==> config.mk <==
export PLATFORM = sky130hd
export DESIGN_NAME = neuron_layer_seq
export DESIGN_NICKNAME = d
export VERILOG_FILES = /design/src/rtl/nn_pkg.sv /design/src/rtl/layer_addr_gen.sv /design/src/rtl/neuron_layer_seq.sv
export SDC_FILE = /design/constraint.sdc
export NUM_CORES = 1
export LEC_CHECK = 0
export BUFFER_PORTS_ARGS = -buffer_cell sky130_fd_sc_hd__buf_2
export CAP_MARGIN = 20
export CELL_PAD_IN_SITES_DETAIL_PLACEMENT = 1
export CELL_PAD_IN_SITES_GLOBAL_PLACEMENT = 2
export CORE_ASPECT_RATIO = 1.1
export CORE_MARGIN = 2
export CORE_UTILIZATION = 25
export CTS_CLUSTER_SIZE = 20
export DETAILED_ROUTE_END_ITERATION = 10
export PLACE_DENSITY = 0.9
export SLEW_MARGIN = 10
export SYNTH_ARGS = -nofsm -noshare
export SYNTH_HDL_FRONTEND = slang
export SYNTH_HIERARCHICAL = 1
export SYNTH_SLANG_ARGS = --single-unit
==> constraint.sdc <==
create_clock -name clk -period 2.5 [get_ports clk]
set_input_delay 0.5 -clock clk [delete_from_list [all_inputs] [get_ports clk]]
set_output_delay 0.5 -clock clk [all_outputs]
set_load 0.02 [all_outputs]
==> src/rtl/nn_pkg.sv <==
// nn_pkg: Q8.8 data format, layer sequencer FSM encoding and sizing helpers
package nn_pkg;
  localparam int DATA_W = 16;
  localparam int FRAC_W = 8;
  typedef enum logic [2:0] {IDLE, PRIME, STREAM, LAST, WAIT, WRITE, FIN} state_t;
  // address width for a count of n, never narrower than one bit
  function automatic int aw(input int n);
    return n > 1 ? $clog2(n) : 1;
  endfunction
  function automatic logic signed [DATA_W-1:0] q88(input int whole);
    return DATA_W'(whole <<< FRAC_W);
  endfunction
endpackage

==> src/rtl/layer_addr_gen.sv <==
// layer_addr_gen: element index i, output index j and running weight address
module layer_addr_gen #(
  parameter int N = 4,
  parameter int M = 2
) (
  input  logic                          clk,
  input  logic                          rst_n,
  input  logic                          clr,
  input  logic                          inc,
  input  logic                          i_clr,
  input  logic                          j_inc,
  output logic [nn_pkg::aw(N)-1:0]      i,
  output logic [nn_pkg::aw(M)-1:0]      j,
  output logic [nn_pkg::aw(N*M)-1:0]    w_addr,
  output logic                          i_last,
  output logic                          j_last
);
  import nn_pkg::*;
  localparam int IW = aw(N);
  localparam int JW = aw(M);
  always_ff @(posedge clk or negedge rst_n) begin
    if (!rst_n) begin
      i <= '0;
      j <= '0;
      w_addr <= '0;
    end else if (clr) begin
      i <= '0;
      j <= '0;
      w_addr <= '0;
    end else begin
      if (i_clr) i <= '0;
      else if (inc) i <= i + 1'b1;
      if (inc) w_addr <= w_addr + 1'b1;
      if (j_inc) j <= j + 1'b1;
    end
  end
  assign i_last = i == IW'(N - 1);
  assign j_last = j == JW'(M - 1);
endmodule

==> src/rtl/neuron_layer_seq.sv <==
// neuron_layer_seq: drives one shared neuron through all M outputs of a dense layer
module neuron_layer_seq #(
  parameter int N = 4,
  parameter int M = 2,
  parameter int DATA_W = nn_pkg::DATA_W,
  parameter int TIMEOUT = 64
) (
  input  logic                          clk,
  input  logic                          rst_n,
  input  logic                          start,
  output logic                          busy,
  output logic                          done,
  output logic                          err_timeout,
  output logic [nn_pkg::aw(N)-1:0]      x_rd_addr,
  input  logic [DATA_W-1:0]             x_rd_data,
  output logic [nn_pkg::aw(N*M)-1:0]    w_rd_addr,
  input  logic [DATA_W-1:0]             w_rd_data,
  output logic [nn_pkg::aw(M)-1:0]      b_rd_addr,
  input  logic [DATA_W-1:0]             b_rd_data,
  output logic                          neuron_start,
  output logic [DATA_W-1:0]             neuron_x,
  output logic [DATA_W-1:0]             neuron_w,
  output logic [DATA_W-1:0]             neuron_b,
  input  logic [DATA_W-1:0]             neuron_act,
  input  logic                          neuron_done,
  output logic                          y_wr_en,
  output logic [nn_pkg::aw(M)-1:0]      y_wr_addr,
  output logic [DATA_W-1:0]             y_wr_data
);
  import nn_pkg::*;
  localparam int TW = $clog2(TIMEOUT + 1);
  state_t state;
  logic [TW-1:0] timer;
  logic [aw(N)-1:0] i;
  logic [aw(M)-1:0] j;
  logic [aw(N*M)-1:0] w_addr;
  logic i_last, j_last;
  layer_addr_gen #(.N(N), .M(M)) u_addr (
    .clk    (clk),
    .rst_n  (rst_n),
    .clr    (state == IDLE && start),
    .inc    (state == PRIME || state == STREAM),
    .i_clr  (state == LAST),
    .j_inc  (state == WRITE && !j_last),
    .i      (i),
    .j      (j),
    .w_addr (w_addr),
    .i_last (i_last),
    .j_last (j_last)
  );
  assign x_rd_addr = i;
  assign w_rd_addr = w_addr;
  assign b_rd_addr = j;
  assign neuron_x = x_rd_data;
  assign neuron_w = w_rd_data;
  assign neuron_b = b_rd_data;
  always_ff @(posedge clk or negedge rst_n) begin
    if (!rst_n) begin
      state <= IDLE;
      timer <= '0;
      busy <= 1'b0;
      done <= 1'b0;
      err_timeout <= 1'b0;
      neuron_start <= 1'b0;
      y_wr_en <= 1'b0;
      y_wr_addr <= '0;
      y_wr_data <= '0;
    end else begin
      // element 0 is on the RAM outputs exactly one cycle after PRIME issued address 0
      neuron_start <= state == PRIME;
      done <= 1'b0;
      y_wr_en <= 1'b0;
      case (state)
        IDLE: if (start) begin
          state <= PRIME;
          busy <= 1'b1;
          err_timeout <= 1'b0;
        end
        PRIME, STREAM: state <= i_last ? LAST : STREAM;
        LAST: begin
          state <= WAIT;
          timer <= '0;
        end
        WAIT: if (neuron_done) begin
          state <= WRITE;
          y_wr_en <= 1'b1;
          y_wr_addr <= j;
          y_wr_data <= neuron_act;
        end else if (timer == TW'(TIMEOUT - 1)) begin
          state <= FIN;
          done <= 1'b1;
          err_timeout <= 1'b1;
        end else timer <= timer + 1'b1;
        WRITE: if (j_last) begin
          state <= FIN;
          done <= 1'b1;
        end else state <= PRIME;
        FIN: begin
          state <= IDLE;
          busy <= 1'b0;
        end
        default: state <= IDLE;
      endcase
    end
  end
endmodule

Yosys cells after proc, flatten, opt, wreduce, memory -nomap -nowiden
Cells that the tools add are included.
{"block": "word_totals", "reg_bits": 38, "input_bits": 68, "output_inout_bits": 76}
{"block": "op_classes", "reduce_logical": 17, "eq_ne": 13, "addsub": 4, "muxes": 28}
{"op": "$mux 3", "n": 6}
{"op": "$pmux 3 s5", "n": 1}
{"op": "$mux 7", "n": 2}
{"op": "$pmux 7 s2", "n": 1}
{"op": "$mux 1", "n": 12}
{"op": "$reduce_bool 2->1", "n": 5}
{"op": "$eq 3x3->1 const B", "n": 3}
{"op": "$ne 2x2->1 const B", "n": 4}
{"op": "$add 7x1->7 const B", "n": 1}
{"op": "$eq 7x6->1 const B", "n": 1}
{"op": "$eq 3x2->1 const B", "n": 2}
{"op": "$mux 2", "n": 3}
{"op": "$pmux 1 s2", "n": 3}
{"op": "$reduce_and 2->1", "n": 3}
{"op": "$reduce_and 4->1", "n": 1}
{"op": "$add 3x1->3 const B", "n": 1}
{"op": "$eq 3x1->1 const B", "n": 1}
{"op": "$logic_not 3->1", "n": 1}
{"op": "$ne 3x3->1 const B", "n": 1}
{"op": "$reduce_and 3->1", "n": 1}
{"op": "$reduce_bool 3->1", "n": 1}
{"op": "$add 2x1->2 const B", "n": 1}
{"op": "$eq 2x2->1 const B", "n": 1}
{"op": "$logic_and 1x1->1", "n": 2}
{"op": "other kinds (4)", "n": 4}

Logic depth before layout (Yosys ltp)
Gate-level depths: netlist of run 1.
{"block": "depth", "word_depth": 5, "depth_mapped": 6}

By module
Netlist of run 1, hierarchy kept.
{"mod": "neuron_layer_seq", "cells_each": 173, "instances": 1, "area_per_inst_um2": 1875.5}
{"mod": "layer_addr_gen", "cells_each": 23, "instances": 1, "area_per_inst_um2": 297.8}

Worst setup path before layout of run 1
No wires, ideal clock.
{"block": "synth_timing", "kind": "input to register", "from": "in neuron_done", "to": "reg y_wr_addr", "t_arrival_ns": 1.360, "setup_ns": 0.125, "path_stages": 5, "n_path_buf": 2, "slack_ns": 1.015, "path_cell_list": "nor2b_1 > and3_1 > buf_6 > buf_12 > mux2_4"}
{"block": "synth_between", "elab_chain_cells": 1}
{"item": "start: declaration", "line_no": "neuron_layer_seq.sv:25", "source": "input logic neuron_done,"}
{"item": "$reduce_and 2->1 (no source line)"}
{"item": "end signal: assignment", "line_no": "neuron_layer_seq.sv:87", "source": "y_wr_addr <= j;"}
{"item": "end: declaration", "line_no": "neuron_layer_seq.sv:27", "source": "output logic [nn_pkg::aw(M)-1:0] y_wr_addr,"}
Every way passes these cells.
A chain may end at the register's enable or synchronous reset.

Final worst setup path of run 1
{"block": "layout_timing", "from": "reg timer[0]", "to": "reg timer[5]"}
{"block": "layout_between", "elab_chain_cells": 4, "elab_cells_between_ends": 7}
{"item": "start: declaration", "line_no": "neuron_layer_seq.sv:33", "source": "logic [TW-1:0] timer;"}
{"item": "start signal: assignment", "line_no": "neuron_layer_seq.sv:93", "source": "end else timer <= timer + 1'b1;"}
{"item": "$add 7x1->7", "line_no": "neuron_layer_seq.sv:93"}
{"item": "$mux 7", "line_no": "neuron_layer_seq.sv:89", "source": "end else if (timer == TW'(TIMEOUT - 1)) begin"}
{"item": "$mux 7", "line_no": "neuron_layer_seq.sv:84", "source": "WAIT: if (neuron_done) begin"}
{"item": "$pmux 7 s2", "line_no": "neuron_layer_seq.sv:73", "source": "case (state)"}
Parallel ways exist; a longest one is shown, timed or not. The select of a mux whose other input is x is not followed.

==> results of run 1 <==
## worst max-delay path: stages (launching register included)
cell	delay, ns
dfrtp_1	0.39
ha_1	0.23
nand4_1	0.21
o21ai_2	0.50
a21oi_1	0.08
a31o_1	0.20
## cell type report
type                       count  share of cell area (%)
clock buffer                   5                    3.04
clock inverter                 3                    3.04
inverter                       4                   0.664
multi-input combinational     97                    33.7
tap                          111                    6.14
sequential                    38                    42.0
timing repair buffer          50                    11.4
## state kept, by name (all words and copies together), names as in the netlist, 2 cells and up
name	flops
timer	7
u_addr/w_addr	3
y_wr_data	16
u_addr/i	2
state	3
## worst max path at each step
| stage | slack, ns | from | to |
|---|---|---|---|
| 5_1_grt | 0.61 | timer[0]$_DFFE_PN0P_ | timer[5]$_DFFE_PN0P_ |
| 3_3_place_gp | 0.79 | neuron_done | y_wr_data[14]$_DFFE_PN0P_ |
| 3_5_place_dp | 0.73 | neuron_done | y_wr_data[15]$_DFFE_PN0P_ |
| 2_1_floorplan | 1.01 | neuron_done | y_wr_addr$_DFFE_PN0P_ |
| 6_report | 0.78 | timer[0]$_DFFE_PN0P_ | timer[5]$_DFFE_PN0P_ |
| 4_1_cts | 0.75 | timer[0]$_DFFE_PN0P_ | timer[5]$_DFFE_PN0P_ |
## layout by cell type (no fill, tap or decap), types with 2 or more instances in the layout
| master | instances |
|---|---|
| nor2b_1 | 3 |
| dfrtp_1 | 38 |
| clkbuf_8 | 5 |
| nand3_1 | 4 |
| mux2i_1 | 2 |
| bufinv_16 | 2 |
| inv_1 | 4 |
| ha_1 | 3 |
| nor3_2 | 2 |
| buf_4 | 3 |
| buf_2 | 47 |
| o21ai_0 | 7 |
| o31ai_2 | 2 |
| a21oi_2 | 2 |
| mux2_2 | 8 |
| and3_1 | 2 |
| a21oi_1 | 7 |
| xnor2_1 | 3 |
| nand2b_1 | 4 |
| o211ai_2 | 2 |
| nor2_1 | 12 |
| nand2_1 | 9 |
| mux2_4 | 9 |
| nand3b_1 | 2 |
## routing by layer
metal / up-vias / part of all wire (%) / global-route usage (%) / routed length, microns
met5: - / 0 / 0 / 0
met4: 0 / 1.8 / 3.73 / 76
met3: 13 / 11 / 4.54 / 460
met2: 59 / 48 / 15.1 / 2000
met1: 641 / 40 / 9.78 / 1660
li1: 608 / - / - / -
## power by group
group | switching (uW) | total, uW | internal, uW
clock network | 226 | 625 | 400
logic | 622 | 1120 | 496
registers | 186 | 1030 | 845
## logic make-up after synthesis
kind of cell | count (synthesis) | synth area share, %
compound gates | 28 | 9.44
xor+xnor | 3 | 1.21
fa+ha+maj | 4 | 2.19
buf+inv | 61 | 21.2
flops | 38 | 43.8
mux | 19 | 11.3
simple gates | 43 | 10.9
## metrics by stage
stage	worst slack [ns]	utilization [%]	power [uW]	std cells
2_1_floorplan	1.01	-	1970	196
3_3_place_gp	0.786	25.3	2140	300
6_report	0.777	26.9	2770	308
5_1_grt	0.606	26.9	2960	308
4_1_cts	0.752	26.9	2820	308
3_5_place_dp	0.733	25.3	2180	300
==> impl_results.md, run 1 <==
- Diode count: 0
- Clock transition at path regs: ~0.08 ns
- DP Area: 0.00212 sq mm
- Leak: 0.00106 uW
- Critical path type: flop to flop
- Synth warn: 6
- Startpoint Class: flop
- Total grt overflow: 0
- RR Startpoint: timer[0]$_DFFE_PN0P_
- Max H-tree Level: 2
- CTS max path bufs: 2
- Worst Hold Class: input pin to asynchronous set/reset pin
- Run status: finished, final reports clean
- Row Count: 35
- Mean Syn Cell Area: 11.1 sq um
- Clk root buf: clkbuf_8
- Final setup vio count: 0
- Vias post-DR: ~1300
- Multi-input logic area: 762 sq um
- Fmax: 0.580 GHz
- Worst Path Max Fanout: 11
- Placed wire-length estimate: 3.16 mm
- Largest net degree at the start of global routing: 39
- Skew final: 0.00715 ns
- Max-slew violations: 0
- Worst hold slack: 0.302 ns
- Vias in the first global route: about 1400
- Post-synthesis sequential area ratio: 43.8%
- Post-Syn Area: about 0.0022 sq mm
- Layout area overhead: 4.09%
- GPL Wtd Cong: 0.701
- CTS tree: done
- IO Pins: 144
- Synth cell count leaders: buf_4 (49), dfrtp_1 (38), nor2_1 (12), mux2_4 (9), nand2_1 (9)
- Syn Inst Count: 196
- Setup TNS: 0 ns
- Synth top area share: 43.8%
- Cts hold-fix bufs: 0
- Synth area leader: dfrtp_1
- Power Dens Cells: 1230 mW/mm^2
- Reg-to-reg endpoint: timer[5]$_DFFE_PN0P_
- FF/Latch Area: ~950 sq um
- Die W: 92.9 microns
- Final period util: 68.9%
- Synth cell types: 39
- Clk Latency, worst-skew pair: 0.29 ns
- Final Cell Area: 0.00226 sq mm
- Layout cell share with drive strength beyond 1: 43.7%
- DRC viols: 0
- Starting Density: between 20 and 30%
- Synth Net Count: 267
- Initial antenna violation count: 0
- Post-route ant nets: 0
- DR vias/cell: 4.29
- Unrepaired setup endpoints after global routing: no
- Chip height: 102 microns
- DRT iter0 DRCs: 32
- Max-cap violations: 0
- GRT Util Overall: around 9%
- CTS Buf Count: 5
- # clock sinks: 38
- Cts repair resizes: 0
- Port Buffer Count: 47
- Max_slew headroom: 44.5%
- Number of post-CTS setup repair buffers: 0
- WL final: 4.20 mm
- R2R Setup Slk: about 0.78 ns
- Ys async rst share: 100%
- First-pass GRT wire length: 6.54 mm
- WP data required: roughly 2.7 ns
- Drt wl/cell: approximately 14 microns
- Final hold violation count: 0
- Die ar.: between 0.009 and 0.01 sq mm
- Prevailing post-synth register cell: dfrtp_1
- Nets@finish: 267
- Area contributors post-synth: dfrtp_1 (44%), buf_4 (17%), mux2_4 (6.2%)
- Count leader, synth: buf_4
- Core area: 0.00841 sq mm
- CP arrival: 1.91 ns
- TritonRoute pass-1 iters: 4
- Reg2reg path depth: 5
- Peak VDD IR: 0.313 mV
- Number of synthesized flops with an enable pin: 0
- CP endpoint kind: flop
- Flops & latches, synth: 38
- Fill count: slightly below 1000
- Slew @ Worst Pin: 0.833 ns
- Clock period minus worst slack: roughly 1.7 ns
Note: power is estimated with default switching activity, not from simulation.
==> run 2: changes to the inputs <==
Settings changed: CORE_UTILIZATION 25 to 23, PLACE_DENSITY 0.9 to 0.85.
Clock period 2.5 ns to 1.7 ns, I/O delays scaled along.
==> run 2 against run 1 <==
- sequential cell count did not move
- power rose by 40%
- design area rose by 2.0%
- worst hold slack lost 0.30 ns
- wire length up 2.0%
- sequential power up 44%
- sequential share of layout area decreased by 0.84 points
- first-iteration DRC count grew 69%
- largest power group unchanged
- highest routed layer unchanged
==> impl_results.md, run 2 (same netlist as run 1, synthesis figures left out) <==
- Critical path type: flop to flop (unchanged)
- Power Dens Cells: 1680 mW/mm^2 (was 1230 mW/mm^2)
- WL final: 4.28 mm (was 4.20 mm)
- Psw: 1510 uW (was 1030 uW)
- Max-cap violations: 0 (unchanged)
- Final core occ: 24.9% (was 26.9%)
- Met1 usage: 9.29% (was 9.78%)
- Row Count: 37 (was 35)
- Setup WS post-layout: 0.133 ns (was 0.777 ns)
- Placed wire-length estimate: 3.27 mm (was 3.16 mm)
- R2R Setup Slk: 0.13 ns (was 0.78 ns)
- Vias in the first global route: 1503 (was 1374)
- Peak VDD IR: 0.333 mV (was 0.313 mV)
- Reg2reg path depth: 5 (unchanged)
- Layout area overhead: 6.22% (was 4.09%)
- CP delay by family, top: flip-flops (was compound AO/OA/AOI/OAI gates)
- Run status: finished, final reports clean (unchanged)
- Nets@finish: 274 (was 267)
- Fill count: 1060 (was 973)
- RR Startpoint: state[1]$_DFFE_PN0P_ (was timer[0]$_DFFE_PN0P_)
- Most frequent cells in the layout: buf_2 (47), dfrtp_1 (38), nor2_1 (12) (unchanged)
- Max H-tree Level: 2 (unchanged)
- CP arrival: 1.74 ns (was 1.91 ns)
- IO Pins: 144 (unchanged)
- Total grt overflow: 0 (unchanged)
- Fmax: 0.638 GHz (was 0.580 GHz)
- CP Buf/Inv Count: 1 (was 0)
- Internal power component: 2370 uW (was 1740 uW)
- Die ar.: 0.0102 sq mm (was 0.00946 sq mm)
- CP endpoint kind: flop (unchanged)
- Max_slew headroom: 68.2% (was 44.5%)
- Post-route ant nets: 0 (unchanged)
- Initial antenna violation count: 0 (unchanged)
- Clock transition at path regs: 0.08 ns (about the same)
- Vias post-DR: 1347 (was 1321)
- CTS tree: done (unchanged)
- Unrepaired setup endpoints after global routing: no (unchanged)
- DRC viols: 0 (unchanged)
- CP Cell Sequence: nor4b_4 > o21ai_4 > buf_12 > o211ai_2 > o31ai_2 (was ha_1 > nand4_1 > o21ai_2 > a21oi_1 > a31o_1)
- Core area: 0.00926 sq mm (was 0.00841 sq mm)
- Leak: 0.00108 uW (was 0.00106 uW)
- Busiest grt layer: met2 (unchanged)
- Largest Register: y_wr_data (unchanged)
- GPL Wtd Cong: 0.711 (was 0.701)
- Diode count: 0 (unchanged)
- Clk Latency, worst-skew pair: 0.29 ns (about the same)
- # clock sinks: 38 (unchanged)
- Power Total: 3880 uW (was 2770 uW)
- WP data required: 1.87 ns (was 2.69 ns)
- Max-slew violations: 0 (unchanged)
- Chip height: 106 microns (was 102 microns)
- Final setup vio count: 0 (unchanged)
- Biggest registers after layout: y_wr_data x16, timer x7 (unchanged)
- Clock power frac: 16.4% (was 22.5%)
- CTS Buf Count: 5 (unchanged)
- Reg power frac: 38.1% (was 37.2%)
- Port Buffer Count: 47 (unchanged)
- Slowest-stage cell, CP: dfrtp_1 (was o21ai_2)
- M2 GR Usage: 14.9% (was 15.1%)
- Starting Density: 23.5% (was 25.8%)
- TritonRoute pass-1 iters: 4 (unchanged)
- Commonest non-fill, non-tap cell in the layout: buf_2 (unchanged)
- Largest net degree at the start of global routing: 22 (was 39)
- Max FFs per register: 16 (unchanged)
- Slew @ Worst Pin: 0.477 ns (was 0.833 ns)
- Startpoint Class: flop (unchanged)
- Switching share of power: 38.9% (was 37.3%)
- Final period util: 92.2% (was 68.9%)
- Skew final: 0.00883 ns (was 0.00715 ns)
- Critical Path Max Stage Delay: 0.48 ns (was 0.50 ns)
- Setup slack at placement: 0.0121 ns (was 0.733 ns)
- Clk root buf: clkbuf_8 (unchanged)
- First-pass GRT wire length: 7.29 mm (was 6.54 mm)
- CTS max path bufs: 2 (unchanged)
- Die W: 96.7 microns (was 92.9 microns)
- Layout cell share with drive strength beyond 1: 45.1% (was 43.7%)
- Drt wl/cell: 13.3 microns (was 13.6 microns)
- Final hold violation count: 0 (unchanged)
- DR vias/cell: 4.20 (was 4.29)
- Clock period minus worst slack: 1.57 ns (was 1.72 ns)
- DRT iter0 DRCs: 54 (was 32)
- GR Layer Usage met3: 4.40% (was 4.54%)
- GRT Util Overall: 8.67% (was 9.04%)
- Worst Hold Class: input pin to asynchronous set/reset pin (unchanged)
- Worst Path Max Fanout: 9 (was 11)
- Setup TNS: 0 ns (unchanged)
- Combinational Power Share: 45.6% (was 40.3%)
- Reg-to-reg endpoint: timer[4]$_DFFE_PN0P_ (was timer[5]$_DFFE_PN0P_)
==> run 2: cell count changes in the layout (fill, tap and decap cells not counted) <==
cell,change
buf_4,+5
clkinv_2,+1
clkinv_4,-1
buf_12,+2
clkbuf_8,+1
clkbuf_1,+1
o21ai_2,-1
o21ai_4,+1
bufinv_16,-2
==> run 2: what timing repair did <==
action	4_1_cts	5_1_grt
gates resized for setup	1	0
buffers inserted	0	1
pin swaps	0	1
hold buffers	0	0
endpoints found under the setup margin	1	3
cloned	0	0
==> run 2: worst reg2reg max path, cell delays in order (launching register included) <==
cell and delay, ns:
dfrtp_1 0.48, nor4b_4 0.44, o21ai_4 0.13, buf_12 0.16, o211ai_2 0.17, o31ai_2 0.08
==> run 2: metrics by stage <==
step	cell area, sq um	std cells	hold slack (ns)
final	2310	321	0.00399
after CTS	2290	320	0.0133
after detailed placement	2190	312	0.333
after global routing	2310	321	0.0371
after floorplan	2170	196	0.0444
after global placement	2190	312	0.330
==> run 2: power groups by stage <==
stage                     sequential [uW]  combinational, uW  clock, uW
after CTS                            1480               1790        672
after global routing                 1540               1930        702
final                                1480               1770        636
after floorplan                      1800               1100          0
after detailed placement             1500               1780          0
after global placement               1470               1730          0
==> run 2: how the worst max path moves through the flow <==
stage	startpoint	endpoint	slack [ns]	cells after the start
global placement	timer[0]$_DFFE_PN0P_	timer[5]$_DFFE_PN0P_	0.11	5
finish	state[1]$_DFFE_PN0P_	timer[4]$_DFFE_PN0P_	0.13	5
CTS	timer[0]$_DFFE_PN0P_	timer[5]$_DFFE_PN0P_	0.09	5
floorplan	state[0]$_DFFE_PN0P_	u_addr/i[1]$_DFFE_PN0P_	0.24	6
global route	timer[0]$_DFFE_PN0P_	timer[2]$_DFFE_PN0P_	0.03	6
detailed placement	timer[0]$_DFFE_PN0P_	timer[5]$_DFFE_PN0P_	0.01	5
==> run 2: cell type report <==
cell class | instances | area, sq um | share of cell area [%]
Clock inverter | 1 | 5.00 | 0.217
Multi-Input combinational cell | 97 | 769 | 33.3
Inverter | 4 | 15.0 | 0.650
Clock buffer | 7 | 86.3 | 3.74
Sequential cell | 38 | 951 | 41.2
Timing Repair Buffer | 57 | 335 | 14.5
Tap cell | 117 | 146 | 6.34
==> run 2: routing by layer <==
metal	up-vias	wire, microns
met2	66	2150
met5	-	0
li1	622	-
met3	11	420
met4	0	49
met1	648	1660
